===== src/rtl/core_seq_pkg.sv =====
// Shared types and widths for the core sequencer: state encoding and wait-counter width.
package core_seq_pkg;

    localparam int STATE_W = 3;
    // Wide enough for ALU_TIMEOUT up to 1023 and FETCH_LAT-1 up to 14.
    localparam int WAIT_W = 10;

    typedef enum logic [STATE_W-1:0] {
        IDLE   = 3'd0,
        FETCH  = 3'd1,
        DECODE = 3'd2,
        EXEC   = 3'd3,
        MEM    = 3'd4,
        WB     = 3'd5,
        TRAP   = 3'd6
    } state_t;

endpackage


===== src/rtl/seq_wait_cnt.sv =====
// Loadable down-counter with a terminal flag.
// Shared between the fetch-latency wait and the ALU timeout wait.
module seq_wait_cnt
    import core_seq_pkg::*;
#(
    parameter int W = WAIT_W
) (
    input  logic         clk,
    input  logic         rst,
    input  logic         load,
    input  logic [W-1:0] load_val,
    input  logic         en,
    output logic         done
);

    logic [W-1:0] count;

    always_ff @(posedge clk) begin
        if (rst) begin
            count <= '0;
        end else if (load) begin
            count <= load_val;
        end else if (en && (count != '0)) begin
            count <= count - 1'b1;
        end
    end

    assign done = (count == '0);

endmodule


===== src/rtl/core_sequencer.sv =====
// Multi-cycle instruction sequencer: IDLE/FETCH/DECODE/EXEC/MEM/WB/TRAP.
// Define CORE_SEQ_TIMEOUT_EN to trap when a multi-cycle ALU op never reports alu_done.
module core_sequencer
    import core_seq_pkg::*;
#(
    parameter int FETCH_LAT   = 1,
    parameter int ALU_TIMEOUT = 64,
    parameter int CNT_W       = 32
) (
    input  logic               clk,
    input  logic               rst,
    input  logic               run,
    input  logic               is_mem,
    input  logic               is_multi,
    input  logic               alu_done,
    input  logic               mem_ready,
    output logic               fetch_en,
    output logic               decode_en,
    output logic               alu_start,
    output logic               mem_req,
    output logic               wb_en,
    output logic               pc_we,
    output logic               busy,
    output logic [STATE_W-1:0] state,
    output logic [CNT_W-1:0]   retired,
    output logic               err
);

    localparam logic [WAIT_W-1:0] FETCH_LOAD   = WAIT_W'(FETCH_LAT - 1);
    localparam logic [WAIT_W-1:0] TIMEOUT_LOAD = WAIT_W'(ALU_TIMEOUT);

    state_t state_q;
    state_t state_d;
    logic   exec_first;
    logic   wait_done;
    logic   wait_load;
    state_t exec_exit;

    // The counter is reloaded on every state change; only FETCH and EXEC consult it.
    assign wait_load = (state_d != state_q);

    seq_wait_cnt #(.W(WAIT_W)) u_wait_cnt (
        .clk      (clk),
        .rst      (rst),
        .load     (wait_load),
        .load_val ((state_d == FETCH) ? FETCH_LOAD : TIMEOUT_LOAD),
        .en       (1'b1),
        .done     (wait_done)
    );

    always_ff @(posedge clk) begin
        if (rst) begin
            state_q    <= IDLE;
            exec_first <= 1'b0;
            retired    <= '0;
        end else begin
            state_q    <= state_d;
            exec_first <= (state_d == EXEC) && (state_q != EXEC);
            if (state_q == WB) begin
                retired <= retired + CNT_W'(1);
            end
        end
    end

    assign exec_exit = is_mem ? MEM : WB;

    always_comb begin
        state_d = state_q;
        case (state_q)
            IDLE:   if (run) state_d = FETCH;
            FETCH:  if (wait_done) state_d = DECODE;
            DECODE: state_d = EXEC;
            EXEC: begin
                // alu_done coincident with alu_start belongs to no op of ours.
                if (!is_multi) begin
                    state_d = exec_exit;
                end else if (!exec_first && alu_done) begin
                    state_d = exec_exit;
`ifdef CORE_SEQ_TIMEOUT_EN
                end else if (!exec_first && wait_done) begin
                    state_d = TRAP;
`endif
                end
            end
            MEM:    if (mem_ready) state_d = WB;
            WB:     state_d = run ? FETCH : IDLE;
            TRAP:   state_d = TRAP;
            default: state_d = IDLE;
        endcase
    end

    always_comb begin
        fetch_en  = (state_q == FETCH);
        decode_en = (state_q == DECODE);
        alu_start = (state_q == EXEC) && exec_first;
        mem_req   = (state_q == MEM);
        wb_en     = (state_q == WB);
        pc_we     = (state_q == WB);
        busy      = (state_q != IDLE) && (state_q != TRAP);
`ifdef CORE_SEQ_TIMEOUT_EN
        err       = (state_q == TRAP);
`else
        err       = 1'b0;
`endif
    end

    assign state = state_q;

endmodule


===== config.mk =====
export PLATFORM = sky130hd
export DESIGN_NAME = core_sequencer
export DESIGN_NICKNAME = d
export VERILOG_FILES = /design/src/rtl/core_seq_pkg.sv /design/src/rtl/seq_wait_cnt.sv /design/src/rtl/core_sequencer.sv
export SDC_FILE = /design/constraint.sdc
export NUM_CORES = 1
export LEC_CHECK = 0
export ABC_AREA = 1
export ABC_CLOCK_PERIOD_IN_PS = 1700
export CORE_MARGIN = 2
export CORE_UTILIZATION = 47
export CTS_CLUSTER_DIAMETER = 150
export DETAILED_ROUTE_END_ITERATION = 16
export PLACE_DENSITY = 0.75
export SYNTH_ARGS = -nofsm -noshare
export SYNTH_HDL_FRONTEND = slang
export SYNTH_SLANG_ARGS = --single-unit
export TNS_END_PERCENT = 50

===== constraint.sdc =====
create_clock -name clk -period 1.7 [get_ports clk]
set_input_delay 0.34 -clock clk [delete_from_list [all_inputs] [get_ports clk]]
set_output_delay 0.34 -clock clk [all_outputs]
set_load 0.005 [all_outputs]

== Word-level counts from Yosys, hierarchy flattened ==
Index checks and enable logic that the tools add are counted.

* Input port bits: 7
* Flip-flop bits (word level): 46
* Output and inout port bits: 43

* Multiplexer cells: 11
* Eq/ne operators: 11
* Add/sub/neg operators: 2
* Reduce and logical (&&, ||, !) cells: 10

{| class="wikitable"
|+ Operators with widths
! kind !! count
|-
| $add 32x1->32 const B || 1
|-
| $pmux 3 s7 || 1
|-
| $mux 10 || 2
|-
| $mux 3 || 5
|-
| $logic_not 10->1 || 1
|-
| $reduce_bool 10->1 || 1
|-
| $sub 10x1->10 const B || 1
|-
| $eq 3x2->1 const B || 3
|-
| $eq 3x3->1 const B || 3
|-
| $mux 7 || 1
|-
| $eq 3x1->1 const B || 2
|-
| $logic_and 1x1->1 || 4
|-
| $logic_not 3->1 || 1
|-
| $ne 3x2->1 const B || 1
|-
| $ne 3x3->1 || 1
|-
| $ne 3x3->1 const B || 1
|-
| $reduce_bool 3->1 || 1
|-
| $mux 1 || 2
|-
| $reduce_bool 2->1 || 1
|-
| $logic_not 1->1 || 1
|}

== Longest topological paths before layout ==
* Depth after elaboration: 8
* Gate-level depth with buffers: 12
* Depth with buffers taken out: 12

== Cells and area by module ==
A second synthesis with hierarchy kept.

* Cells, all modules: 426
* Area, all modules: 2760.1 µm²

{| class="wikitable"
|+ By module, submodules not included
! module !! cells each !! seq. area each (µm²) !! area an instance (µm²) !! instances
|-
| core_sequencer || 310 || 720.7 || 2001.9 || 1
|-
| seq_wait_cnt || 116 || 200.2 || 758.2 || 1
|}

== Worst setup path before layout ==
No wires, ideal clock.

* Path kind: register -> register
* Start point: register u_wait_cnt.count[0]
* End point: register u_wait_cnt.count[1]
* Arrival time: 1.491 ns
* Setup time: 0.067 ns
* Stages on the path, launching flop included: 11
* Path buffers: 0
* Slack: 0.142 ns
* Clock period less this slack: 1.558 ns
* Cell sequence: dfxtp_1 > inv_1 > ha_1 > nand2_1 > nor2_2 > nand3_2 > nand2_1 > nand3_2 > a21oi_2 > nand3_2 > a21oi_2

* Cells in the longest elaborated chain, start to end: 5
* Elaborated cells on any way between the ends: 9

{| class="wikitable"
|+ Ends and longest elaborated chain
! item !! line !! source
|-
| from (decl) || seq_wait_cnt.sv:16 || <nowiki>logic [W-1:0] count;</nowiki>
|-
| from (signal assigned) || seq_wait_cnt.sv:22 || <nowiki>count <= load_val;</nowiki>
|-
| from (signal assigned) || seq_wait_cnt.sv:24 || <nowiki>count <= count - 1'b1;</nowiki>
|-
| $logic_not 10->1 || seq_wait_cnt.sv:28 || <nowiki>assign done = (count == '0);</nowiki>
|-
| $mux 3 || core_sequencer.sv:71 || <nowiki>FETCH: if (wait_done) state_d = DECODE;</nowiki>
|-
| $pmux 3 s7 || core_sequencer.sv:69 || <nowiki>case (state_q)</nowiki>
|-
| $ne 3x3->1 || core_sequencer.sv:40 || <nowiki>assign wait_load = (state_d != state_q);</nowiki>
|-
| $mux 10 or $reduce_bool 2->1 (tied branches) || - ||
|}

Several ways; a longest one is shown, not always the timed one. The select of a mux whose other input is x is not followed.
A chain may end at the register's enable or synchronous reset.

== Worst setup path after layout ==
* Start point: register state_q[1] (netlist: state[1])
* End point: output busy

* Cells in the longest elaborated chain, start to end: 2
* Elaborated cells on any way between the ends: 3

{| class="wikitable"
|+ Ends and longest elaborated chain
! item !! line !! source
|-
| from (decl) || core_sequencer.sv:32 || <nowiki>state_t state_q;</nowiki>
|-
| from (signal assigned) || core_sequencer.sv:57 || <nowiki>state_q <= state_d;</nowiki>
|-
| $ne 3x3->1 or $reduce_bool 3->1 (tied branches) || core_sequencer.sv:99 || <nowiki>busy = (state_q != IDLE) && (state_q != TRAP);</nowiki>
|-
| $logic_and 1x1->1 * || core_sequencer.sv:99 ||
|-
| to (decl) || core_sequencer.sv:23 || <nowiki>output logic busy,</nowiki>
|}

Mark *: on every way between the ends. The rest lies on a longest branch, timed or not.

==> impl_metrics.toml <==
[route]
vias = 2848
route.detailed.drc = 0
wl_per_cell_um = 12.9
drtAntennaViolNets = 0
drt_iter0_drc = 144
firstDrtPassIters = 4
viasPerCell = 5.19
finalWirelength_mm = 7.06

[logic_synthesis]
synth_top_cell_by_area = "dfxtp_1"
synth-main-ff-cell = "dfxtp_1"
ys_top_cells_by_area = "dfxtp_1 35%, nand2_1 13%, nor2_1 9.5%, inv_1 7.4%, xor2_1 5.6%"
synth_nets = 405
yosys-top-cells-count = "94 x nand2_1, 67 x nor2_1, 52 x inv_1"
synth_cell_types = 37
yosysWarningCount = 0
synth_edf_count = 0
synth_cells = 396
syn_area_per_cell_um2 = 6.70
synth_most_common_cell = "nand2_1"
synth_seq_cells = 46
syn_area_um2 = 2650
synth_top_area_share_pct = 34.7
synth-seq-area-share_pct = 34.7
async_flop_share_pct = 0

[cells_and_area]
synthToLayoutAreaGrowth_pct = 40.1
multi_input_area_um2 = 1600
final_net_count = 485
nFillCells = 490
seq_area_um2 = 940
drive_above_1_share_pct = 20.5
diodes = 0

[critical_path]
setup.worst_path.end_class = "primary output"
timing.rr.start = "u_wait_cnt.count[0]"
crit_chain = "inv_4, nor2_4, buf_4, a21boi_0, dlygate4sd2_1"
path_buf_inv = 3
required_ps = 1360
crit_start = "state[1]"
crit_path_end = "busy"
rrSetupSlack_ps = 60
timing.rr.end = "u_wait_cnt.count[6]"
rr_worst_depth = 12
slowest_delay_ps = 380
cp_num_cells = 5
critPathKind = "reg2out"
cp_max_fo = 4
arrival_ps = 1330
critPathLaunchType = "register"
critPathSlowestCell = "dfxtp_4"
cp_top_family = "buffers and inverters"

[placed_design]
place_congestion = 0.884
dp_hpwl_mm = 5.00
preCtsSetupSlack_ps = -126
portBuffers = 48

[power_and_ir_drop]
max-vdd-ir-drop_v = 0.000604
cellPowerDensity_nw_per_um2 = 1030
p_leak_uw = 0.00150
power_uw = 3830

[job]
cap_violations = 0

[sta]
skew_ps = 3.11
fmax_ghz = 0.600
period_share_pct = 98.1
timing_hold_violations_final = 0
final_max_slew_viol_count = 0
min_period_ps = 1670
timing.setup.tns_ps = 0
worst_slack_ps = 32.7
grt_setup_unrepaired = "true"
finalSetupViolCount = 0

[clocking]
clk_pin_slew_ps = 90
root_buffer = "clkbuf_8"
clk_path_buf_depth = 2
cts_buffers = 5
tritoncts = "built"
clock_sinks = 46
clock_latency_ps = 290
h-tree-depth = 2
cts-hold-fix-buffers = 0

[floorplan]
die_area_um2 = 6260
ios = 50
initial_core_util_pct = 48.5
num_rows = 27
core_area_um2 = 5470
die_x_um = 79.1
die_h_um = 79.1

[global_routing]
grt_pass1_vias = 2604
grt_max_degree = 25
grt_antenna_before_repair = 0
grt_pass1_wl_mm = 11.4
track_usage_pct = 22.4
gr-total-overflow = 0

[status]
status = "finished, final reports clean"

[min_path]
hold_path.class = "reg2reg"
through the flow:
stage	instance area, um2	utilization, %	hold slack [ps]	cells
final	3720	67.9	497	549
after global routing	3720	67.9	536	549
after CTS	3540	64.8	497	542
after detailed placement	3360	61.4	483	531
after global placement	3360	61.4	477	531
after floorplan	2650	-	468	396
registers in the layout, indices dropped and copies added (netlist names):
name and count:
exec_first 1, retired 32, u_wait_cnt.count 10, state 3
report_power, final:
| part | internal, uW | switching (uW) | total (uW) |
|---|---|---|---|
| Clock | 627 | 370 | 997 |
| Combinational | 715 | 832 | 1550 |
| Sequential | 1180 | 104 | 1280 |
cells in the final DEF, fill, tap and decap left out, types with 3 or more instances in the layout:
master and instances:
inv_4 3, xor2_1 17, nor2_2 5, o21ai_0 12, a21oi_1 17, nand2_1 88, dfxtp_2 6, nand3_4 4
nor2_1 61, buf_4 34, nand4_1 11, nand3_1 13, dlygate4sd2_1 4, nor3_2 3, dlymetal6s2s_1 3, dfxtp_1 37
clkbuf_8 6, dfxtp_4 3, nand2_2 7, clkdlybuf4s50_1 39, inv_1 47, nor3_1 13, xnor2_1 5, inv_2 3
nor2_4 7
routing by layer:
| layer | global-route usage (%) | part of all wire (%) | up-vias |
|---|---|---|---|
| met2 | 37.6 | 47 | 106 |
| met1 | 29.3 | 45 | 1324 |
| met4 | 6.21 | 1.5 | 0 |
| met5 | 0 | 0 | - |
| li1 | - | - | 1406 |
| met3 | 4.09 | 7.0 | 12 |
worst reg2reg max path, cell delays in order, from the launching register on:
cell and delay, ps:
dfxtp_2 340, inv_2 70, ha_4 130, nand2_2 60, nor2_4 150, nand2_1 90
nor3_2 170, nand2_2 160, nand2_1 90, inv_1 60, nand3_1 90, nand2_1 70
a21oi_1 110
how the worst min path moves through the flow:
stage                                   start             endpoint  slack [ps]  cells past startpoint
after floorplan           u_wait_cnt.count[1]  u_wait_cnt.count[1]         470                      2
after global placement            retired[31]          retired[31]         480                      2
after detailed placement          retired[31]          retired[31]         480                      2
after CTS                         retired[31]          retired[31]         500                      2
after global routing      u_wait_cnt.count[1]  u_wait_cnt.count[1]         540                      2
final                     u_wait_cnt.count[1]  u_wait_cnt.count[1]         500                      2
cell type report:
type	instances	area share [%]
inverter	53	5.55
multi-input combinational	288	43.1
timing repair buffer	82	19.9
tap	72	2.42
clock buffer	6	2.22
sequential	46	25.3
clock inverter	2	1.62
cells by family after synthesis:
group           count (synthesis)  share of synthesized area, %
simple gates                  224                          39.4
buf+inv                        62                          9.24
flops                          46                          34.7
compound gates                 39                          8.30
xor+xnor                       22                          7.26
fa+ha+maj                       2                         0.943
other cells                     1                         0.141
timing repair:
action / 4_1_cts / 5_1_grt
endpoints found under the hold margin: 0 / 0
pin swaps: 2 / 15
buffers inserted: 3 / 8
endpoints found under the setup margin: 26 / 31
resized for setup: 21 / 38
No activity file was read; power rests on OpenSTA's default activity.
